`src/rtl/cpc_ram_bank_ctrl.sv`:
```
// Bank controller for the CPC 512K RAM expansion: snoops gate-array config writes, maps 16K
// blocks onto external SRAM pages and sequences CS/OE/WE. Optional CPC_RAM_WAIT_EN adds one wait state.
module cpc_ram_bank_ctrl #(
  parameter int BANK_BITS = 3,
  parameter int WE_SETUP  = 1
) (
  input  logic                 clk_i,
  input  logic                 reset_b_i,
  input  logic                 a15_i,
  input  logic                 a14_i,
  input  logic [7:0]           d_i,
  input  logic                 mreq_b_i,
  input  logic                 ioreq_b_i,
  input  logic                 rd_b_i,
  input  logic                 wr_b_i,
  input  logic                 rfsh_b_i,
  input  logic                 ramrd_b_i,
  output logic [BANK_BITS+1:0] hiadr_o,
  output logic                 ramcs_b_o,
  output logic                 ramoe_b_o,
  output logic                 ramwe_b_o,
  output logic                 ramdis_o,
  output logic                 ready_o
);

  localparam int CW = (WE_SETUP > 1) ? $clog2(WE_SETUP) : 1;

  typedef enum logic [2:0] {S_IDLE, S_RD, S_WSET, S_WPUL, S_WEND} state_e;

  state_e                 state_q, state_d;
  logic [CW-1:0]          cnt_q, cnt_d;
  logic [2:0]             cfg_q;
  logic [BANK_BITS-1:0]   bank_q;
  logic                   iowr, iowr_q;
  logic                   armed_q, armed_d;
  logic [BANK_BITS+1:0]   hiadr_q, hiadr_d;
  logic                   cs_q, oe_q, we_q;
  logic [1:0]             blk, ext_blk;
  logic                   ext_hit, mem_rd, mem_wr, start;
  logic                   unused_rd_b;

  // The Z80 RD_B strobe is redundant here: the gate array's RAMRD_B already qualifies RAM reads.
  assign unused_rd_b = rd_b_i;

  assign iowr   = !ioreq_b_i && !wr_b_i && !a15_i && (d_i[7:6] == 2'b11);
  assign mem_rd = !mreq_b_i && !ramrd_b_i && rfsh_b_i;
  assign mem_wr = !mreq_b_i && !wr_b_i && rfsh_b_i;
  assign blk    = {a15_i, a14_i};

  always_comb begin
    ext_hit = 1'b0;
    ext_blk = 2'd3;
    case (cfg_q)
      3'd0: ext_hit = 1'b0;
      3'd1,
      3'd3: ext_hit = (blk == 2'd3);
      3'd2: begin ext_hit = 1'b1; ext_blk = blk; end
      default: begin ext_hit = (blk == 2'd1); ext_blk = cfg_q[1:0]; end
    endcase
  end

  assign ramdis_o = ext_hit && !mreq_b_i && rfsh_b_i;

  always_comb begin
    state_d = state_q;
    cnt_d   = cnt_q;
    case (state_q)
      S_IDLE: begin
        cnt_d = '0;
        if (armed_q && ext_hit) begin
          if (mem_rd)      state_d = S_RD;
          else if (mem_wr) state_d = S_WSET;
        end
      end
      S_RD:   if (mreq_b_i) state_d = S_IDLE;
      S_WSET: begin
        if (mreq_b_i)                      state_d = S_IDLE;
        else if (cnt_q == CW'(WE_SETUP-1)) state_d = S_WPUL;
        else                               cnt_d   = cnt_q + 1'b1;
      end
      S_WPUL: if (wr_b_i || mreq_b_i) state_d = S_WEND;
      S_WEND: state_d = S_IDLE;
      default: state_d = S_IDLE;
    endcase
  end

  assign start = (state_q == S_IDLE) && (state_d != S_IDLE);

  // One access per MREQ cycle: re-arm only after MREQ_B is seen high at an edge.
  always_comb begin
    armed_d = armed_q;
    if (mreq_b_i)   armed_d = 1'b1;
    else if (start) armed_d = 1'b0;
  end

  assign hiadr_d = start ? {bank_q, ext_blk} : hiadr_q;

  always_ff @(posedge clk_i) begin
    if (!reset_b_i) begin
      state_q <= S_IDLE;
      cnt_q   <= '0;
      cfg_q   <= '0;
      bank_q  <= '0;
      iowr_q  <= 1'b0;
      armed_q <= 1'b0;
      hiadr_q <= '0;
      cs_q    <= 1'b1;
      oe_q    <= 1'b1;
      we_q    <= 1'b1;
    end else begin
      state_q <= state_d;
      cnt_q   <= cnt_d;
      iowr_q  <= iowr;
      armed_q <= armed_d;
      hiadr_q <= hiadr_d;
      if (iowr && !iowr_q) begin
        bank_q <= d_i[3 +: BANK_BITS];
        cfg_q  <= d_i[2:0];
      end
      // Strobes registered from next state so they change cleanly on the edge.
      cs_q <= (state_d == S_IDLE);
      oe_q <= (state_d != S_RD);
      we_q <= (state_d != S_WPUL);
    end
  end

  assign hiadr_o   = hiadr_q;
  assign ramcs_b_o = cs_q;
  assign ramoe_b_o = oe_q;
  assign ramwe_b_o = we_q;

`ifdef CPC_RAM_WAIT_EN
  logic ready_q;
  always_ff @(posedge clk_i) begin
    if (!reset_b_i) ready_q <= 1'b1;
    else            ready_q <= !start;
  end
  assign ready_o = ready_q;
`else
  assign ready_o = 1'b1;
`endif

endmodule
```
`config.mk`:
```
export PLATFORM = sky130hd
export DESIGN_NAME = cpc_ram_bank_ctrl
export DESIGN_NICKNAME = d
export VERILOG_FILES = /design/src/rtl/cpc_ram_bank_ctrl.sv
export SDC_FILE = /design/constraint.sdc
export NUM_CORES = 1
export LEC_CHECK = 0
export CAP_MARGIN = 20
export CORE_MARGIN = 4
export CORE_UTILIZATION = 45
export DETAILED_ROUTE_END_ITERATION = 8
export PLACE_DENSITY = 0.88
export REMOVE_ABC_BUFFERS = 1
export SLEW_MARGIN = 10
export SYNTH_ARGS = -nofsm -noshare
export SYNTH_HDL_FRONTEND = slang
export SYNTH_SLANG_ARGS = --single-unit
```
`constraint.sdc`:
```
create_clock -name clk_i -period 4.35 [get_ports clk_i]
set_clock_uncertainty 0.1 [all_clocks]
set_input_delay 1.0875 -clock clk_i [delete_from_list [all_inputs] [get_ports clk_i]]
set_output_delay 1.0875 -clock clk_i [all_outputs]
set_load 0.01 [all_outputs]
```
# ---- Word-level counts from Yosys, hierarchy flattened
# Index checks and enable logic that the tools add are counted.
dict set report word_totals {
  reg_bits 20
  latchBits 0
  ram_bits 0
  romBits 0
  inputBits 18
  elab_cells 66
  n_memories 0
}
dict set report classes {
  n_addsub 1
  mul 0
  n_div 0
  n_lt_le_gt_ge 0
  n_eq_ne 12
  shift 0
  mux 15
  n_bitwise 0
  reduce_logical 28
}
# op n
set ops {}
lappend ops {{$mux 3} 7}
lappend ops {{$eq 3x2->1 const B} 4}
lappend ops {{$logic_and 1x1->1} 12}
lappend ops {{$pmux 3 s4} 1}
lappend ops {{$logic_not 3->1} 3}
lappend ops {{$eq 3x1->1 const B} 2}
lappend ops {{$logic_not 1->1} 6}
lappend ops {{$eq 2x2->1 const B} 2}
lappend ops {{$mux 1} 4}
lappend ops {{$pmux 2 s2} 1}
lappend ops {{$reduce_bool 2->1} 2}
lappend ops {{$ne 3x1->1 const B} 1}
lappend ops {{$ne 3x2->1 const B} 1}
lappend ops {{$pmux 1 s3} 1}
lappend ops {{$reduce_bool 3->1} 1}
lappend ops {{$reduce_or 3->1} 1}
lappend ops {{$eq 2x1->1 const B} 1}
lappend ops {{$ne 2x2->1 const B} 1}
lappend ops {{$pmux 1 s2} 1}
lappend ops {{$reduce_and 2->1} 1}
lappend ops {{$reduce_or 2->1} 1}
lappend ops {{$add 1x1->1 const B} 1}
lappend ops {{$logic_or 1x1->1} 1}

# ---- Depth between registers and ports, before layout
dict set report logic_depth {
  depth_word 11
  mapped_depth 5
}

# ---- Least setup slack after synthesis
# No wires, ideal clock.
dict set report synth_timing {
  path_kind {input to output}
  from {input port a14_i}
  to {output port ramdis_o}
  t_arrival_ps 1538
  required_ps 3163
  slack_ps 1624
  path_stages 2
  path_buffers 0
  path_cell_list {a311oi_1 > nor2_1}
}
dict set report synth_between {
  elab_chain_len 4
}
# element line
set synth_lines {}
lappend synth_lines {{start: declaration} 10} ;# input logic a14_i,
lappend synth_lines {{$eq 2x1->1 or $eq 2x2->1 (tied branches)} {58, 56}}
lappend synth_lines {{$pmux 1 s3 (*)} 53} ;# case (cfg_q)
lappend synth_lines {{$logic_and 1x1->1 (*) (2 in a row)} 62} ;# assign ramdis_o = ext_hit && !mreq_b_i && rfsh_b_i;
lappend synth_lines {{end: declaration} 22} ;# output logic ramdis_o,
# Mark *: on every way between the ends. The rest lies on a longest branch, timed or not.

# ---- Worst setup path after layout
dict set report layout_timing {
  from {input port mreq_b_i}
  to {output port ramdis_o}
}
dict set report layout_between {
  elab_chain_len 3
}
# element line
set layout_lines {}
lappend layout_lines {{start: declaration} 12} ;# input logic mreq_b_i,
lappend layout_lines {{$logic_not 1->1} 62}
lappend layout_lines {{$logic_and 1x1->1 (2 in a row)} 62}
# No other way between the ends.

==> flow_summary.html <==
<table>
<tr><th>Metric</th><th>Value</th></tr>
<tr><th colspan="2">Run status</th></tr>
<tr><td>Result of the run</td><td>complete, no violations</td></tr>
<tr><th colspan="2">Min path</th></tr>
<tr><td>Min-delay worst type</td><td>flip-flop to flip-flop</td></tr>
<tr><td>Start point of the worst hold path</td><td>bank_q[0]</td></tr>
<tr><th colspan="2">STA</th></tr>
<tr><td>Maximum frequency from static timing analysis</td><td>269 MHz</td></tr>
<tr><td>Hold violation total from the final report</td><td>0</td></tr>
<tr><td>Rel. slew slack</td><td>roughly half</td></tr>
<tr><td>Final setup TNS</td><td>0 ns</td></tr>
<tr><td>Worst Setup Slack, final</td><td>between 0.6 and 0.7 ns</td></tr>
<tr><td>Number of max-slew violations in the final report</td><td>0</td></tr>
<tr><td>Final-layout worst hold slack</td><td>approximately 0.37 ns</td></tr>
<tr><td>Setup repair after global routing missed its margin</td><td>false</td></tr>
<tr><td>Post-layout minimum cycle time</td><td>3.71 ns</td></tr>
<tr><td>Number of setup violations in the final report</td><td>0</td></tr>
<tr><td>Transition time at the pin with the least slew margin</td><td>0.722 ns</td></tr>
<tr><td>Final critical-path share of the clock period</td><td>a little under nine tenths</td></tr>
<tr><th colspan="2">Layout</th></tr>
<tr><td>Nets@finish</td><td>~130</td></tr>
<tr><td>Antenna diode count</td><td>0</td></tr>
<tr><td># fillers</td><td>160</td></tr>
<tr><td>Area growth from synthesis to layout</td><td>33.5%</td></tr>
<tr><td>Fraction of final layout cells with drive strength greater than 1</td><td>under 10%</td></tr>
<tr><td>Register area</td><td>about 380 µm²</td></tr>
<tr><td>Footprint of the multi-input gates</td><td>~430 µm²</td></tr>
<tr><td>Post-layout util</td><td>64.6%</td></tr>
<tr><th colspan="2">Synth</th></tr>
<tr><td>Main synth FF type</td><td>sky130_fd_sc_hd__dfxtp_1</td></tr>
<tr><td>Number of flip-flops and latches in the synthesized netlist</td><td>19</td></tr>
<tr><td>Number of distinct library cells after synthesis</td><td>30</td></tr>
<tr><td>Share of synthesized registers carrying an async set or reset</td><td>0%</td></tr>
<tr><td>EDFF count, synth</td><td>0</td></tr>
<tr><td>Area contributors post-synth</td><td>sky130_fd_sc_hd__dfxtp_1, sky130_fd_sc_hd__mux2i_1, sky130_fd_sc_hd__nor2b_1</td></tr>
<tr><td>Share of Yosys cell area claimed by the top area cell type</td><td>a little under half</td></tr>
<tr><td>Sequential cell area fraction in the yosys report</td><td>between 40% and 50%</td></tr>
<tr><td>Number of instances in the synthesized netlist</td><td>90</td></tr>
<tr><td>Count of synthesis-stage warnings from yosys</td><td>0</td></tr>
<tr><td>Cell type with the highest aggregate area in the netlist</td><td>sky130_fd_sc_hd__dfxtp_1</td></tr>
<tr><td>Syn Area/Cell</td><td>9.38 µm²</td></tr>
<tr><td>Post-synthesis instance area</td><td>between 800 and 900 µm²</td></tr>
<tr><th colspan="2">Placed design</th></tr>
<tr><td>Placed wire-length estimate</td><td>1330 µm</td></tr>
<tr><td>Post-Place Worst Slack</td><td>~0.62 ns</td></tr>
<tr><td>Final Wtd Congestion</td><td>approximately 0.75</td></tr>
<tr><td>PortBufs</td><td>25</td></tr>
<tr><th colspan="2">Critical path</th></tr>
<tr><td>Crit Path Max Fanout</td><td>6</td></tr>
<tr><td>Sort of element at the end of the critical path</td><td>output port</td></tr>
<tr><td>Top Family by Delay on Critical Path</td><td>buffers and inverters</td></tr>
<tr><td>Reg2reg end</td><td>hiadr_o[4]</td></tr>
<tr><td>Stages on worst setup path</td><td>5</td></tr>
<tr><td>Most frequent cell on the critical path</td><td>sky130_fd_sc_hd__clkdlybuf4s50_1</td></tr>
<tr><td>Critical path launch point</td><td>mreq_b_i</td></tr>
<tr><td>Delay of the slowest cell on the worst path</td><td>about 0.54 ns</td></tr>
<tr><td>Required time reported for the critical path endpoint</td><td>around 3.2 ns</td></tr>
<tr><td>Critical path, cell by cell</td><td>clkdlybuf4s50_1 -&gt; nor2b_1 -&gt; o21ai_1 -&gt; nor2_1 -&gt; clkdlybuf4s50_1</td></tr>
<tr><td>WP data arrival</td><td>2.52 ns</td></tr>
<tr><td>Kind of critical path</td><td>input port to output port</td></tr>
<tr><td>Number of cell instances on the worst register-to-register path</td><td>4</td></tr>
<tr><td>R2R setup slack</td><td>2.75 ns</td></tr>
<tr><td>Category of the worst setup path launch point</td><td>input port</td></tr>
<tr><td>RR Startpoint</td><td>cfg_q[0]</td></tr>
<tr><td>Capture point of the critical path</td><td>ramdis_o</td></tr>
<tr><td>Max stage delay cell, worst path</td><td>sky130_fd_sc_hd__clkdlybuf4s50_1</td></tr>
<tr><td>CP Buf/Inv Count</td><td>2</td></tr>
<tr><th colspan="2">Drt</th></tr>
<tr><td>Total wire length</td><td>1690 µm</td></tr>
<tr><td>Wirelength per Cell</td><td>~12 µm</td></tr>
<tr><td>DRC violations left</td><td>0</td></tr>
<tr><td>Routed vias</td><td>between 600 and 700</td></tr>
<tr><td>1st-pass router iterations</td><td>4</td></tr>
<tr><td>Drt via density</td><td>roughly 4.9</td></tr>
<tr><td>DRT iter0 DRCs</td><td>13</td></tr>
<tr><td>Antenna-violating nets left</td><td>0</td></tr>
<tr><th colspan="2">GRT</th></tr>
<tr><td>Gr usage total</td><td>14.0%</td></tr>
<tr><td>Maximum number of pins on one net before global-route repair</td><td>25</td></tr>
<tr><td>Global-route wire length before repair</td><td>2720 µm</td></tr>
<tr><td>Overall overflow remaining after global route</td><td>0</td></tr>
<tr><td>Initial antenna violation count</td><td>0</td></tr>
<tr><td>Via count of the first global-routing pass</td><td>around 650</td></tr>
<tr><th colspan="2">Pwr</th></tr>
<tr><td>VDD IR max</td><td>0.199 mV</td></tr>
<tr><td>NetSw</td><td>roughly 65 µW</td></tr>
<tr><td>Cell internal pwr</td><td>about 230 µW</td></tr>
<tr><td>Final Total Pwr</td><td>293 µW</td></tr>
<tr><td>Proportion of total power due to net switching</td><td>22.1%</td></tr>
<tr><td>Pwr/cell area</td><td>~260 nW/µm²</td></tr>
<tr><td>Leakage power</td><td>approximately 0.46 nW</td></tr>
<tr><td>Sequential cell fraction of total power</td><td>roughly three fifths</td></tr>
<tr><td>Part of the power in the clock network</td><td>29.5%</td></tr>
<tr><td>Combinational cell fraction of total power</td><td>roughly a tenth</td></tr>
<tr><th colspan="2">Floorplanning</th></tr>
<tr><td>Total I/O pin count</td><td>28</td></tr>
<tr><td>Die Footprint</td><td>2630 µm²</td></tr>
<tr><td>Core footprint</td><td>~1700 µm²</td></tr>
<tr><td>Die height</td><td>~51 µm</td></tr>
<tr><td>Starting density of the core</td><td>between 40% and 50%</td></tr>
<tr><td>Number of cell rows</td><td>15</td></tr>
<tr><td>Die width</td><td>about 50 µm</td></tr>
<tr><th colspan="2">Clock network</th></tr>
<tr><td>TritonCTS buffer count</td><td>3</td></tr>
<tr><td>Total clock sinks</td><td>19</td></tr>
<tr><td>Count of buffers added by post-CTS timing repair for setup</td><td>0</td></tr>
<tr><td>CTS Root Buffer Type</td><td>sky130_fd_sc_hd__clkbuf_4</td></tr>
<tr><td>Number of cells upsized or downsized after cts</td><td>0</td></tr>
<tr><td>Buffers from clock root to sink, at most</td><td>2</td></tr>
<tr><td>Register clock-pin slew on the reported worst setup and hold paths</td><td>0.11 ns</td></tr>
<tr><td>Cts-stage hold buffer count</td><td>0</td></tr>
<tr><td>Number of H-tree branching levels</td><td>1</td></tr>
<tr><td>Clock tree from TritonCTS</td><td>yes</td></tr>
<tr><td>Source-to-sink clock delay at the later pin of the worst-skew pair</td><td>a little under 0.3 ns</td></tr>
<tr><th colspan="2">Run</th></tr>
<tr><td>Max-capacitance violation count</td><td>0</td></tr>
</table>
[tightest hold or removal path, stage by stage (launching register included)]
cell and delay [ns]:
sky130_fd_sc_hd__dfxtp_1 0.33, sky130_fd_sc_hd__nand2_1 0.05, sky130_fd_sc_hd__mux2i_1 0.05
[power by group through the flow]
stage | logic, mW | registers [mW] | clock network (mW)
2_1_floorplan | 0.00962 | 0.181 | 0
3_3_place_gp | 0.0296 | 0.181 | 0
3_5_place_dp | 0.0303 | 0.181 | 0
4_1_cts | 0.0305 | 0.177 | 0.0908
5_1_grt | 0.0330 | 0.177 | 0.0987
6_report | 0.0303 | 0.177 | 0.0864
[cell families after synthesis]
| kind of cell | Yosys count | share of synthesized area (%) |
|---|---|---|
| buffers and inverters | 7 | 4.44 |
| AOI/OAI and AO/OA | 13 | 11.1 |
| other | 1 | 0.444 |
| muxes | 11 | 13.0 |
| DFF | 19 | 45.0 |
| and+or+nand+nor | 39 | 25.9 |
[flip-flops by register name, summed over array words and instances, names as in the netlist]
name,flops
armed_q,1
bank_q,3
cfg_q,3
hiadr_o,5
iowr_q,1
ramcs_b_o,1
ramoe_b_o,1
ramwe_b_o,1
state_q,3
[worst min-delay path by stage]
stage,endpoint,cells after the start
after CTS,hiadr_o[2],2
after detailed placement,hiadr_o[2],2
after global placement,hiadr_o[4],2
final,hiadr_o[2],2
after floorplan,hiadr_o[2],2
after global routing,hiadr_o[2],2
[final cells by class]
type | count | share of cell area, %
clock inverter | 1 | 0.444
tap | 25 | 2.77
timing repair buffer | 25 | 22.2
multi-input combinational | 64 | 37.8
sequential | 19 | 33.7
inverter | 3 | 0.999
clock buffer | 3 | 2.00
[layout by cell type (no fill, tap or decap)]
master | netlist | routed
sky130_fd_sc_hd__clkinv_2 | 0 | 1
sky130_fd_sc_hd__clkdlybuf4s50_1 | 0 | 25
sky130_fd_sc_hd__o21ai_0 | 4 | 4
sky130_fd_sc_hd__nand3b_2 | 1 | 1
sky130_fd_sc_hd__nand3_1 | 1 | 1
sky130_fd_sc_hd__a21bo_1 | 1 | 1
sky130_fd_sc_hd__nand2b_1 | 3 | 3
sky130_fd_sc_hd__o31a_1 | 1 | 1
sky130_fd_sc_hd__a2111o_1 | 1 | 1
sky130_fd_sc_hd__nand3b_1 | 3 | 3
sky130_fd_sc_hd__mux2i_1 | 11 | 11
sky130_fd_sc_hd__and3_1 | 1 | 1
sky130_fd_sc_hd__nand2_1 | 12 | 12
sky130_fd_sc_hd__conb_1 | 1 | 1
sky130_fd_sc_hd__nor2b_1 | 8 | 8
sky130_fd_sc_hd__dfxtp_1 | 19 | 19
sky130_fd_sc_hd__or3_1 | 1 | 1
sky130_fd_sc_hd__nor2_1 | 4 | 4
sky130_fd_sc_hd__a311oi_1 | 1 | 1
sky130_fd_sc_hd__a21oi_1 | 1 | 1
sky130_fd_sc_hd__o21ai_1 | 1 | 1
sky130_fd_sc_hd__a2111oi_0 | 1 | 1
sky130_fd_sc_hd__clkbuf_4 | 0 | 3
sky130_fd_sc_hd__o211ai_1 | 1 | 1
sky130_fd_sc_hd__nor3_1 | 2 | 2
sky130_fd_sc_hd__a22o_1 | 1 | 1
sky130_fd_sc_hd__inv_1 | 3 | 3
sky130_fd_sc_hd__nor4b_1 | 1 | 1
sky130_fd_sc_hd__and2_1 | 1 | 1
sky130_fd_sc_hd__nor2b_4 | 1 | 1
[cells in the mapped netlist, types with 2 or more instances]
cell and number:
sky130_fd_sc_hd__nor2_1 4, sky130_fd_sc_hd__nand2_1 12, sky130_fd_sc_hd__nand3b_1 3, sky130_fd_sc_hd__clkbuf_1 2, sky130_fd_sc_hd__nor3_1 2, sky130_fd_sc_hd__inv_1 3
sky130_fd_sc_hd__mux2i_1 11, sky130_fd_sc_hd__nor2b_1 8, sky130_fd_sc_hd__dfxtp_1 19, sky130_fd_sc_hd__o21ai_0 4, sky130_fd_sc_hd__nand2b_1 3
[through the flow]
stage	cells	cell area (µm²)
floorplan	86	818
global placement	136	1100
detailed placement	136	1100
CTS	140	1130
global route	140	1130
finish	140	1130
[metal layers]
layer	wire [µm]	up-vias	global-route usage (%)
met1	697	305	14.0
met3	115	2	4.37
li1	-	358	-
met4	13	0	5.24
met2	867	21	26.6
met5	0	-	0
(Power assumes the default switching activity.)
